$ cat config.mk
export PLATFORM = sky130hd
export DESIGN_NAME = stack_pop_assembler
export DESIGN_NICKNAME = d
export VERILOG_FILES = /design/src/rtl/stack_pop_assembler.sv
export SDC_FILE = /design/constraint.sdc
export NUM_CORES = 1
export LEC_CHECK = 0
export ABC_AREA = 1
export CORE_ASPECT_RATIO = 0.6
export CORE_MARGIN = 10
export CORE_UTILIZATION = 53
export CTS_BUF_LIST = sky130_fd_sc_hd__clkbuf_4 sky130_fd_sc_hd__clkbuf_8
export CTS_CLUSTER_DIAMETER = 60
export CTS_CLUSTER_SIZE = 25
export DETAILED_ROUTE_END_ITERATION = 8
export PLACE_DENSITY = 0.79
export SKIP_LAST_GASP = 1
export SLEW_MARGIN = 5
export SYNTH_ARGS = -nofsm -noshare
export SYNTH_HDL_FRONTEND = slang
export SYNTH_SLANG_ARGS = --single-unit
$ cat constraint.sdc
create_clock -name clk -period 2.7 [get_ports clk]
set_clock_uncertainty 0.05 [all_clocks]
set_input_delay 0.405 -clock clk [delete_from_list [all_inputs] [get_ports clk]]
set_output_delay 0.405 -clock clk [all_outputs]
set_load 0.05 [all_outputs]
$ cat src/rtl/stack_pop_assembler.sv
// -----------------------------------------------------------------------------
// stack_pop_assembler
//
// Pops a return context from the stack as a series of narrow memory beats.
// The beats are assembled into a wide PC, followed by an optional flags word
// for RTI. Both are committed together, so a half-built PC is never visible.
// The stack-pointer increment strobe is driven once for every accepted beat.
//
// Configuration macro:
//   STACK_POP_FLAGS_EN  defined   -> RTI support (with_flags_i selects a
//                                    trailing flags beat).
//                       undefined -> with_flags_i is ignored, every sequence
//                                    is RET-length, flags_out_o and
//                                    flag_sel_o are tied to 0.
//
// Parameters:
//   DATA_W  width of one memory beat
//   BEATS   beats per PC (1..8); PC width is DATA_W*BEATS
//   FLAG_W  flags width, taken from the low bits of the flags beat (<= DATA_W)
//
// Ports:
//   clk           clock, rising edge
//   rst_n         asynchronous active-low reset
//   start_i       one-cycle request to begin a pop sequence (honoured in IDLE only)
//   with_flags_i  sampled with start_i: 1 = RTI, 0 = RET
//   flush_i       synchronous abort; returns to IDLE without a commit
//   mem_rd_o      beat request to data memory
//   mem_valid_i   beat data valid for the current request
//   mem_data_i    beat data
//   sp_inc_o      stack-pointer increment (mem_rd_o & mem_valid_i)
//   busy_o        high in every state except IDLE
//   pc_out_o      last committed PC
//   flags_out_o   last committed flags
//   flag_sel_o    pulses with done_o when flags_out_o was updated
//   done_o        one-cycle commit pulse
// -----------------------------------------------------------------------------
module stack_pop_assembler #(
  parameter int DATA_W = 16,
  parameter int BEATS  = 2,
  parameter int FLAG_W = 3
) (
  input  logic                    clk,
  input  logic                    rst_n,
  input  logic                    start_i,
  input  logic                    with_flags_i,
  input  logic                    flush_i,
  output logic                    mem_rd_o,
  input  logic                    mem_valid_i,
  input  logic [DATA_W-1:0]       mem_data_i,
  output logic                    sp_inc_o,
  output logic                    busy_o,
  output logic [DATA_W*BEATS-1:0] pc_out_o,
  output logic [FLAG_W-1:0]       flags_out_o,
  output logic                    flag_sel_o,
  output logic                    done_o
);

  localparam int PC_W  = DATA_W * BEATS;
  localparam int CNT_W = (BEATS > 1) ? $clog2(BEATS) : 1;

  localparam logic [CNT_W-1:0] LAST_BEAT = CNT_W'(BEATS - 1);

  localparam logic [1:0] S_IDLE      = 2'd0;
  localparam logic [1:0] S_POP_PC    = 2'd1;
  localparam logic [1:0] S_POP_FLAGS = 2'd2;
  localparam logic [1:0] S_COMMIT    = 2'd3;

  logic [1:0]       state_q,      state_d;
  logic [CNT_W-1:0] beat_cnt_q,   beat_cnt_d;
  logic [PC_W-1:0]  shadow_q,     shadow_d;
  logic             with_flags_q, with_flags_d;
  logic [PC_W-1:0]  pc_q,         pc_d;
  logic             done_q,       done_d;

  logic             accept;
  logic             last_beat;
  logic             rti_req;
  logic [PC_W-1:0]  shadow_merged;

  // ---------------------------------------------------------------------------
  // Memory handshake. sp_inc is combinational so a beat presented in the same
  // cycle as flush still moves the stack pointer.
  // ---------------------------------------------------------------------------
  assign mem_rd_o  = (state_q == S_POP_PC) || (state_q == S_POP_FLAGS);
  assign accept    = mem_rd_o && mem_valid_i;
  assign sp_inc_o  = accept;
  assign busy_o    = (state_q != S_IDLE);
  assign last_beat = (beat_cnt_q == LAST_BEAT);

  // Shadow value with the beat currently on the bus dropped into its slot.
  // Beat k lands at bits [k*DATA_W +: DATA_W], so the first popped beat is the
  // least significant. Using this merged value lets the final PC beat commit
  // on the same edge that accepts it.
  generate
    for (genvar gi = 0; gi < BEATS; gi++) begin : g_slot
      assign shadow_merged[gi*DATA_W +: DATA_W] =
        (beat_cnt_q == CNT_W'(gi)) ? mem_data_i : shadow_q[gi*DATA_W +: DATA_W];
    end
  endgenerate

  // ---------------------------------------------------------------------------
  // Optional RTI flags path.
  // ---------------------------------------------------------------------------
`ifdef STACK_POP_FLAGS_EN
  logic [FLAG_W-1:0] flags_q;
  logic              flag_sel_q;
  logic              flags_commit;

  assign rti_req = with_flags_i;

  // The flags beat is the last beat of an RTI, so its data is committed
  // straight into flags_q on the edge that enters COMMIT. No separate shadow
  // copy is needed to keep the PC/flags update atomic.
  assign flags_commit = (state_q == S_POP_FLAGS) && accept && !flush_i;

  always_ff @(posedge clk or negedge rst_n) begin
    if (!rst_n) begin
      flags_q    <= '0;
      flag_sel_q <= 1'b0;
    end else begin
      flag_sel_q <= flags_commit;
      if (flags_commit) begin
        flags_q <= mem_data_i[FLAG_W-1:0];
      end
    end
  end

  assign flags_out_o = flags_q;
  assign flag_sel_o  = flag_sel_q;
`else
  logic unused_with_flags;

  assign rti_req           = 1'b0;
  assign unused_with_flags = with_flags_i;
  assign flags_out_o       = '0;
  assign flag_sel_o        = 1'b0;
`endif

  // ---------------------------------------------------------------------------
  // Sequencer
  // ---------------------------------------------------------------------------
  always_comb begin
    state_d      = state_q;
    beat_cnt_d   = beat_cnt_q;
    shadow_d     = shadow_q;
    with_flags_d = with_flags_q;
    pc_d         = pc_q;
    done_d       = 1'b0;

    case (state_q)
      S_IDLE: begin
        if (start_i) begin
          with_flags_d = rti_req;
          beat_cnt_d   = '0;
          state_d      = S_POP_PC;
        end
      end

      S_POP_PC: begin
        if (accept) begin
          shadow_d = shadow_merged;
          if (last_beat) begin
            if (with_flags_q) begin
              state_d = S_POP_FLAGS;
            end else begin
              pc_d    = shadow_merged;
              done_d  = 1'b1;
              state_d = S_COMMIT;
            end
          end else begin
            beat_cnt_d = beat_cnt_q + CNT_W'(1);
          end
        end
      end

      S_POP_FLAGS: begin
        if (accept) begin
          pc_d    = shadow_q;
          done_d  = 1'b1;
          state_d = S_COMMIT;
        end
      end

      S_COMMIT: begin
        state_d = S_IDLE;
      end

      default: begin
        state_d = S_IDLE;
      end
    endcase

    // Abort wins over everything, including a start in the same cycle: no
    // commit, committed outputs keep their values, partial shadow dropped.
    if (flush_i) begin
      state_d    = S_IDLE;
      pc_d       = pc_q;
      done_d     = 1'b0;
      shadow_d   = shadow_q;
      beat_cnt_d = '0;
    end
  end

  always_ff @(posedge clk or negedge rst_n) begin
    if (!rst_n) begin
      state_q      <= S_IDLE;
      beat_cnt_q   <= '0;
      shadow_q     <= '0;
      with_flags_q <= 1'b0;
      pc_q         <= '0;
      done_q       <= 1'b0;
    end else begin
      state_q      <= state_d;
      beat_cnt_q   <= beat_cnt_d;
      shadow_q     <= shadow_d;
      with_flags_q <= with_flags_d;
      pc_q         <= pc_d;
      done_q       <= done_d;
    end
  end

  assign pc_out_o = pc_q;
  assign done_o   = done_q;

endmodule

**Yosys cells after proc, flatten, opt, wreduce, memory -nomap -nowiden**

Index checks and enable logic that the tools add are counted.

- Equality and inequality tests: 10
- Bitwise logic cells: 1
- Add/subtract/negate cells: 1
- Reductions and logical operators: 10
- Muxes and demuxes: 22

Operator list:

| cell | number |
|---|---|
| $mux 32 | 3 |
| $pmux 32 s2 | 1 |
| $mux 16 | 2 |
| $ne 3x3->1 const B | 4 |
| $mux 2 | 5 |
| $mux 1 | 8 |
| $pmux 2 s4 | 1 |
| $ne 2x2->1 const B | 3 |
| $reduce_and 3->1 | 2 |
| $reduce_and 5->1 | 1 |
| $eq 2x2->1 const B | 2 |
| $pmux 1 s2 | 2 |
| $reduce_and 4->1 | 1 |
| $reduce_bool 2->1 | 2 |
| $reduce_bool 3->1 | 1 |
| $eq 2x1->1 const B | 1 |
| $logic_not 2->1 | 1 |
| $add 1x1->1 const B | 1 |
| $logic_and 1x1->1 | 1 |
| $logic_or 1x1->1 | 1 |
| $not 1->1 | 1 |

- Logic and storage cells: 49
- Flip-flop bits (word level): 68
- Input bits: 22

**Longest topological paths before layout**

Gate-level depths: netlist (run 1).

- Word-level depth: 6
- Gate-level depth with buffers: 10

**Worst setup path after synthesis (run 1)**

No wires, ideal clock.

- Path kind: reg-to-reg
- Start: register state_q[0]
- End: register state_q[0]
- Path slack: 0.592 ns
- Setup time: 0.117 ns
- Cell stages (with the launch flop): 10
- Arrival time: 1.942 ns
- Path through: dfrtp_1 inv_1 ha_1 nand2_1 inv_1 nor2_1 nor2_1 nand2_1 nand2_1 nand2_1

- Longest elaborated chain between the ends: 5

Ends and longest elaborated chain:

| item | RTL line | source |
|---|---|---|
| start: declaration | 68 | `logic [1:0] state_q, state_d;` |
| start signal: assignment | 213 | `state_q <= state_d;` |
| $eq 2x1->1 / $eq 2x2->1 (equally long branches) | 84 | `assign mem_rd_o = (state_q == S_POP_PC) \|\| (state_q == S_POP_FLAGS);` |
| $logic_or 1x1->1 * | 84 |  |
| via mem_rd_o | 47 | `output logic mem_rd_o,` |
| $logic_and 1x1->1 * | 85 | `assign accept = mem_rd_o && mem_valid_i;` |
| via sp_inc_o | 50 | `output logic sp_inc_o,` |
| $ne 3x3->1 (no source line) | -- |  |
| $reduce_and 4->1 (no source line) * | -- |  |

Mark *: on every way through the listed nets, which the timed path passes. The rest lies on a longest branch.
A chain may end at the register's enable or synchronous reset.

**Worst setup path in the final report (run 1)**

- Start: register state_q[1]
- End: output port mem_rd_o

- Longest elaborated chain between the ends: 2

Ends and longest elaborated chain:

| item | RTL line |
|---|---|
| $eq 2x1->1 / $eq 2x2->1 (equally long branches) | 84 |
| $logic_or 1x1->1 * | 84 |
| end: declaration | 47 |

Mark *: on every way between the ends. The rest lies on a longest branch, timed or not.

==> results of run 1 <==
## per-layer routing
metal / track usage [%] / vias up
li1: - / 1626
met1: 22.2 / 1450
met2: 26.6 / 102
met3: 7.36 / 10
met4: 5.15 / 0
met5: 0 / -
## cell usage after synthesis
master,instances
nand2_1,277
dfrtp_1,68
o21ai_0,51
inv_1,40
o21ai_1,14
buf_6,11
nor2_1,11
buf_4,9
buf_2,6
ha_1,4
clkbuf_1,3
inv_2,3
nand3_1,3
clkbuf_2,2
conb_1,1
nand2_2,1
nand3_2,1
nor2_2,1
nor2_4,1
nor3_1,1
## stage by stage
step           util [%]  hold WS (ns)  cell area (µm²)  worst slack [ns]  total power (µW)
2_1_floorplan         -        0.0594             3630             0.592              3780
3_3_place_gp       62.0         0.411             4120             0.436              4520
3_5_place_dp       62.0         0.414             4120             0.320              4610
4_1_cts            64.9         0.223             4320             0.239              5480
5_1_grt            64.9         0.243             4320             0.138              5880
6_report           64.9         0.208             4320             0.258              5440
## layout make-up
cell class / instances / area [µm²] / area share, %
Inverter: 43 / 161 / 3.74
Clock inverter: 2 / 35.0 / 0.812
Timing Repair Buffer: 63 / 618 / 14.3
Sequential cell: 68 / 1700 / 39.4
Clock buffer: 14 / 161 / 3.74
Multi-Input combinational cell: 369 / 1530 / 35.4
Tap cell: 87 / 109 / 2.52
## registers in the layout, summed over array words and instances, names as in the netlist
signal,flops
done_o,1
beat_cnt_q,1
pc_out_o,32
shadow_q,32
state_q,2
## how the worst min path moves through the flow
| stage | endpoint | slack [ns] | cells past startpoint |
|---|---|---|---|
| floorplan | beat_cnt_q | 0.06 | 0 |
| global placement | pc_out_o[15] | 0.41 | 2 |
| detailed placement | pc_out_o[25] | 0.41 | 2 |
| CTS | pc_out_o[24] | 0.22 | 2 |
| global route | pc_out_o[15] | 0.24 | 2 |
| finish | pc_out_o[23] | 0.21 | 2 |
## critical path: stages (launching register included)
cell	delay, ns
dfrtp_1	0.40
inv_1	0.08
ha_1	0.33
clkdlybuf4s50_1	0.82
## kinds of logic (layout without fill, tap and decap cells)
family	count (synthesis)	in the layout	share of synthesized area, %
other cells	1	4	0.104
fa+ha+maj	4	4	1.38
simple gates	296	296	31.4
buf+inv	74	122	11.2
flops	68	68	47.0
compound gates	65	65	8.99
## power by group through the flow
stage                     Clock (µW)  Sequential (µW)  Combinational [µW]
final                            848             1760                2830
after global routing             921             1810                3150
after floorplan                    0             2450                1330
after detailed placement           0             1770                2840
after CTS                        867             1760                2850
after global placement             0             1740                2770
==> qor.csv, run 1 <==
metric,value,unit
cp-end-kind,output port,
routabilityCongestion,0.829,
pwr-share-seq,32.3,%
timing.critical_path.fanout_max,4,
synth_warnings,0,
cts_hold_buf,0,
yosys.area.top_type_share,47.0,%
cell_count_after_synthesis,508,
p_comb_share,52.1,%
core_area,6650,µm²
cts_tree,done,
max_slew_margin,42.5,%
power.switching,2580,µW
grt_max_degree,69,
postCtsSetupRepairBufs,0,
cts.htree.levels,3,
clkPwrFrac,15.6,%
crit_end,mem_rd_o,
maxSlewViolCount,0,
drc,0,
grt_pass1_wl,15300,µm
fin_cells,646,
met2WireLength,4090,µm
global_route.usage.total,17.6,%
critical_path.reg2reg.startpoint,state_q[1],
die-area,10600,µm²
timing.max_cap.violations,0,
fill_cells,581,
synth_top_cell_by_area,dfrtp_1,
grt_pass1_vias,3208,
routed_wire_length_per_instance,13.6,µm
setup.worst_path.class,flop to output port,
least_margin_pin_slew,0.862,ns
post_cts_resized,0,
die_width,127,µm
internal_power,2850,µW
leakagePower,0.00224,µW
final_min_period_over_clock_period,90.4,%
source_to_sink_clock_delay_at_the_later_pin_of_the_worst_skew_pair,0.35,ns
design.final.nets,580,
ys_ff_latch,68,
power_density_normalized_to_cell_area,1260,nW/µm²
clock_tree.buffer_depth,2,
netlist_area,3620,µm²
yosys-top-cells-area,"dfrtp_1, nand2_1, o21ai_0",
drt_iter0_drc,277,
rows,23,
report.final.setup_viol,0,
layout-drive-gt1-share,5.72,%
port_buffers,56,
seq_area_frac_synth,47.0,%
report.final.hold_viol_count,0,
antenna_left,0,
switching_share,47.5,%
max_layer_used,met4,
data_arrival_at_the_endpoint_of_the_critical_path,1.99,ns
placed_cells_incl_taps,630,
vias_per_cell,4.93,
die-height,84.0,µm
wl_met1,3860,µm
clkSinkCount,68,
vias,3188,
path_type_of_the_worst_min_delay_path,primary input to asynchronous set/reset pin,
routed_wirelength,8760,µm
grt_overflow,0,
distinct_cells_synth,20,
router_iterations_before_antenna_repair,4,
ir_worst_vdd,0.000721,V
cp-start-kind,flop,
start_util,54.5,%
final.setup.tns,0,ns
regToRegSetupSlack,0.45,ns
dp.final_hpwl,5970,µm
area_delta_synth_final,19.3,%
synthesis.area_per_instance,7.13,µm²
cts.reportedPaths.clkPinSlew,0.07,ns
grt_setup_unrepaired,false,
r2r-end,pc_out_o[13],
status,finished clean,
r2r_depth,7,
required,2.25,ns
most-common-layout-cells,"nand2_1, dfrtp_1, clkdlybuf4s50_1, o21ai_0, inv_1",
antenna-diode-count,0,
ctsRootBufferMaster,clkbuf_8,
detailroute.wirelength.met3,711,µm
boundaryPins,62,
setup.worst_path.start,state_q[1],
max_freq,409,MHz
final_common_cell,nand2_1,
tritoncts.num_buffers,9,
finalWorstPathRequiredPeriod,2.44,ns
antenna_found_initial,0,
Power figures use the tool's default switching activity.
==> run 2, diff against run 1 <==
--- a/config.mk
+++ b/config.mk
@@ -9,10 +9,10 @@
 export CORE_ASPECT_RATIO = 0.6
 export CORE_MARGIN = 10
 export CORE_UTILIZATION = 53
-export CTS_BUF_LIST = sky130_fd_sc_hd__clkbuf_4 sky130_fd_sc_hd__clkbuf_8
 export CTS_CLUSTER_DIAMETER = 60
 export CTS_CLUSTER_SIZE = 25
 export DETAILED_ROUTE_END_ITERATION = 8
+export GPL_ROUTABILITY_DRIVEN = 0
 export PLACE_DENSITY = 0.79
 export SKIP_LAST_GASP = 1
 export SLEW_MARGIN = 5
==> run 2 against run 1 <==
Effect of this change:
- setup slack improved by 0.031 ns
- final cell count unchanged
- routed wire length increased by 1.8%
- die area unchanged
- critical path type unchanged
- fmax increased by 1.3%
- critical path depth unchanged
==> qor.csv, run 2 (synthesized netlist as in run 1, its figures left out) <==
metric,value,unit,change
status,finished clean,,
antenna_found_initial,0,,unchanged
global_route.usage.total,17.7,%,+0.11 points
postCtsSetupRepairBufs,0,,unchanged
cp-end-kind,output port,,
grt_max_degree,69,,unchanged
max_freq,415,MHz,+1.3%
routed_wire_length_per_instance,13.8,µm,+1.8%
detailroute.wirelength.met3,804,µm,+13%
grt_pass1_wl,15400,µm,+0.54%
cp-start-kind,flop,,
final.setup.tns,0,ns,unchanged
die-height,84.0,µm,unchanged
most-common-layout-cells,"nand2_1, dfrtp_1, clkdlybuf4s50_1, o21ai_0, inv_1",,
die_width,127,µm,unchanged
design.final.nets,580,,unchanged
timing.critical_path.fanout_max,4,,unchanged
max_layer_used,met4,,
grt_pass1_vias,3244,,+1.1%
cts_tree,done,,
setup.worst_path.class,flop to output port,,
vias,3279,,+2.9%
antenna_left,0,,unchanged
maxSlewViolCount,0,,unchanged
met2WireLength,4120,µm,+0.78%
cts.reportedPaths.clkPinSlew,0.05,ns,-0.02 ns
tritoncts.num_buffers,9,,unchanged
leakagePower,0.00227,µW,+1.3%
boundaryPins,62,,unchanged
drt_iter0_drc,272,,-1.8%
grt_overflow,0,,unchanged
core_area,6650,µm²,unchanged
port_buffers,56,,unchanged
required,2.25,ns,about the same
power_density_normalized_to_cell_area,1300,nW/µm²,+3.3%
cts.htree.levels,3,,unchanged
drc,0,,unchanged
post_cts_resized,0,,unchanged
layout-drive-gt1-share,4.83,%,-0.89 points
die-area,10600,µm²,unchanged
routed_wirelength,8910,µm,+1.8%
timing.max_cap.violations,0,,unchanged
clkSinkCount,68,,unchanged
finalWorstPathRequiredPeriod,2.41,ns,-0.0307 ns
data_arrival_at_the_endpoint_of_the_critical_path,1.96,ns,-0.03 ns
final_min_period_over_clock_period,89.3,%,-1.1 points
rows,23,,unchanged
dp.final_hpwl,5970,µm,unchanged
max_slew_margin,41.8,%,-0.67 points
router_iterations_before_antenna_repair,5,,+1
wl_met1,3880,µm,+0.52%
least_margin_pin_slew,0.872,ns,+0.0101 ns
report.final.setup_viol,0,,unchanged
source_to_sink_clock_delay_at_the_later_pin_of_the_worst_skew_pair,0.34,ns,about the same
final_common_cell,nand2_1,,
path_type_of_the_worst_min_delay_path,primary input to asynchronous set/reset pin,,
vias_per_cell,5.08,,+2.9%
ctsRootBufferMaster,clkbuf_16,,
start_util,54.5,%,unchanged
report.final.hold_viol_count,0,,unchanged
antenna-diode-count,0,,unchanged
cts_hold_buf,0,,unchanged
placed_instance_area,4120,µm²,unchanged
ir_worst_vdd,0.000750,V,+4.0%
area_delta_synth_final,21.5,%,
clock_tree.buffer_depth,2,,unchanged
post-route-cell-area,4400,µm²,+1.9%
grt_setup_unrepaired,false,,
[run 2: stage by stage]
stage	util (%)	hold slack [ns]	power (µW)	setup slack, ns	std cells
CTS	66.2	0.252	5760	0.266	646
global placement	62.0	0.411	4520	0.436	630
global route	66.2	0.278	6170	0.177	646
floorplan	-	0.0594	3780	0.592	511
detailed placement	62.0	0.414	4610	0.320	630
finish	66.2	0.235	5720	0.289	646
[run 2: layout make-up]
type,count,area (µm²)
flip-flops and latches,68,1700
clock buffers,14,244
clock inverters,2,35.0
repair buffers,63,618
multi-input cells,369,1530
fillers,563,2250
inverters,43,161
well taps,87,109
[run 2: power by group]
group | internal [µW] | leakage (µW) | switching (µW)
logic | 887 | 0.00129 | 1950
clock network | 714 | 0.000135 | 410
registers | 1490 | 0.000844 | 269
[run 2: path summary, 6_finish.rpt]
path / from / to / slack [ns] / cells past startpoint
max: state_q[1] / mem_rd_o / 0.29 / 3
min in group clk: pc_out_o[0] / pc_out_o[0] / 0.42 / 2
min: rst_n / pc_out_o[24] / 0.23 / 2
min reg2reg: pc_out_o[0] / pc_out_o[0] / 0.42 / 2
max in group asynchronous: rst_n / shadow_q[12] / 1.81 / 2
max reg2reg: state_q[1] / pc_out_o[26] / 0.46 / 7
[run 2: worst max-delay path: stages (launching register included)]
cell	delay, ns
dfrtp_1	0.39
inv_1	0.08
ha_1	0.32
clkdlybuf4s50_1	0.82
[run 2: metal layers]
layer | vias up | global-route usage (%)
met3 | 8 | 7.55
met5 | - | 0
met2 | 126 | 27.2
met1 | 1521 | 22.0
met4 | 0 | 4.94
li1 | 1624 | -
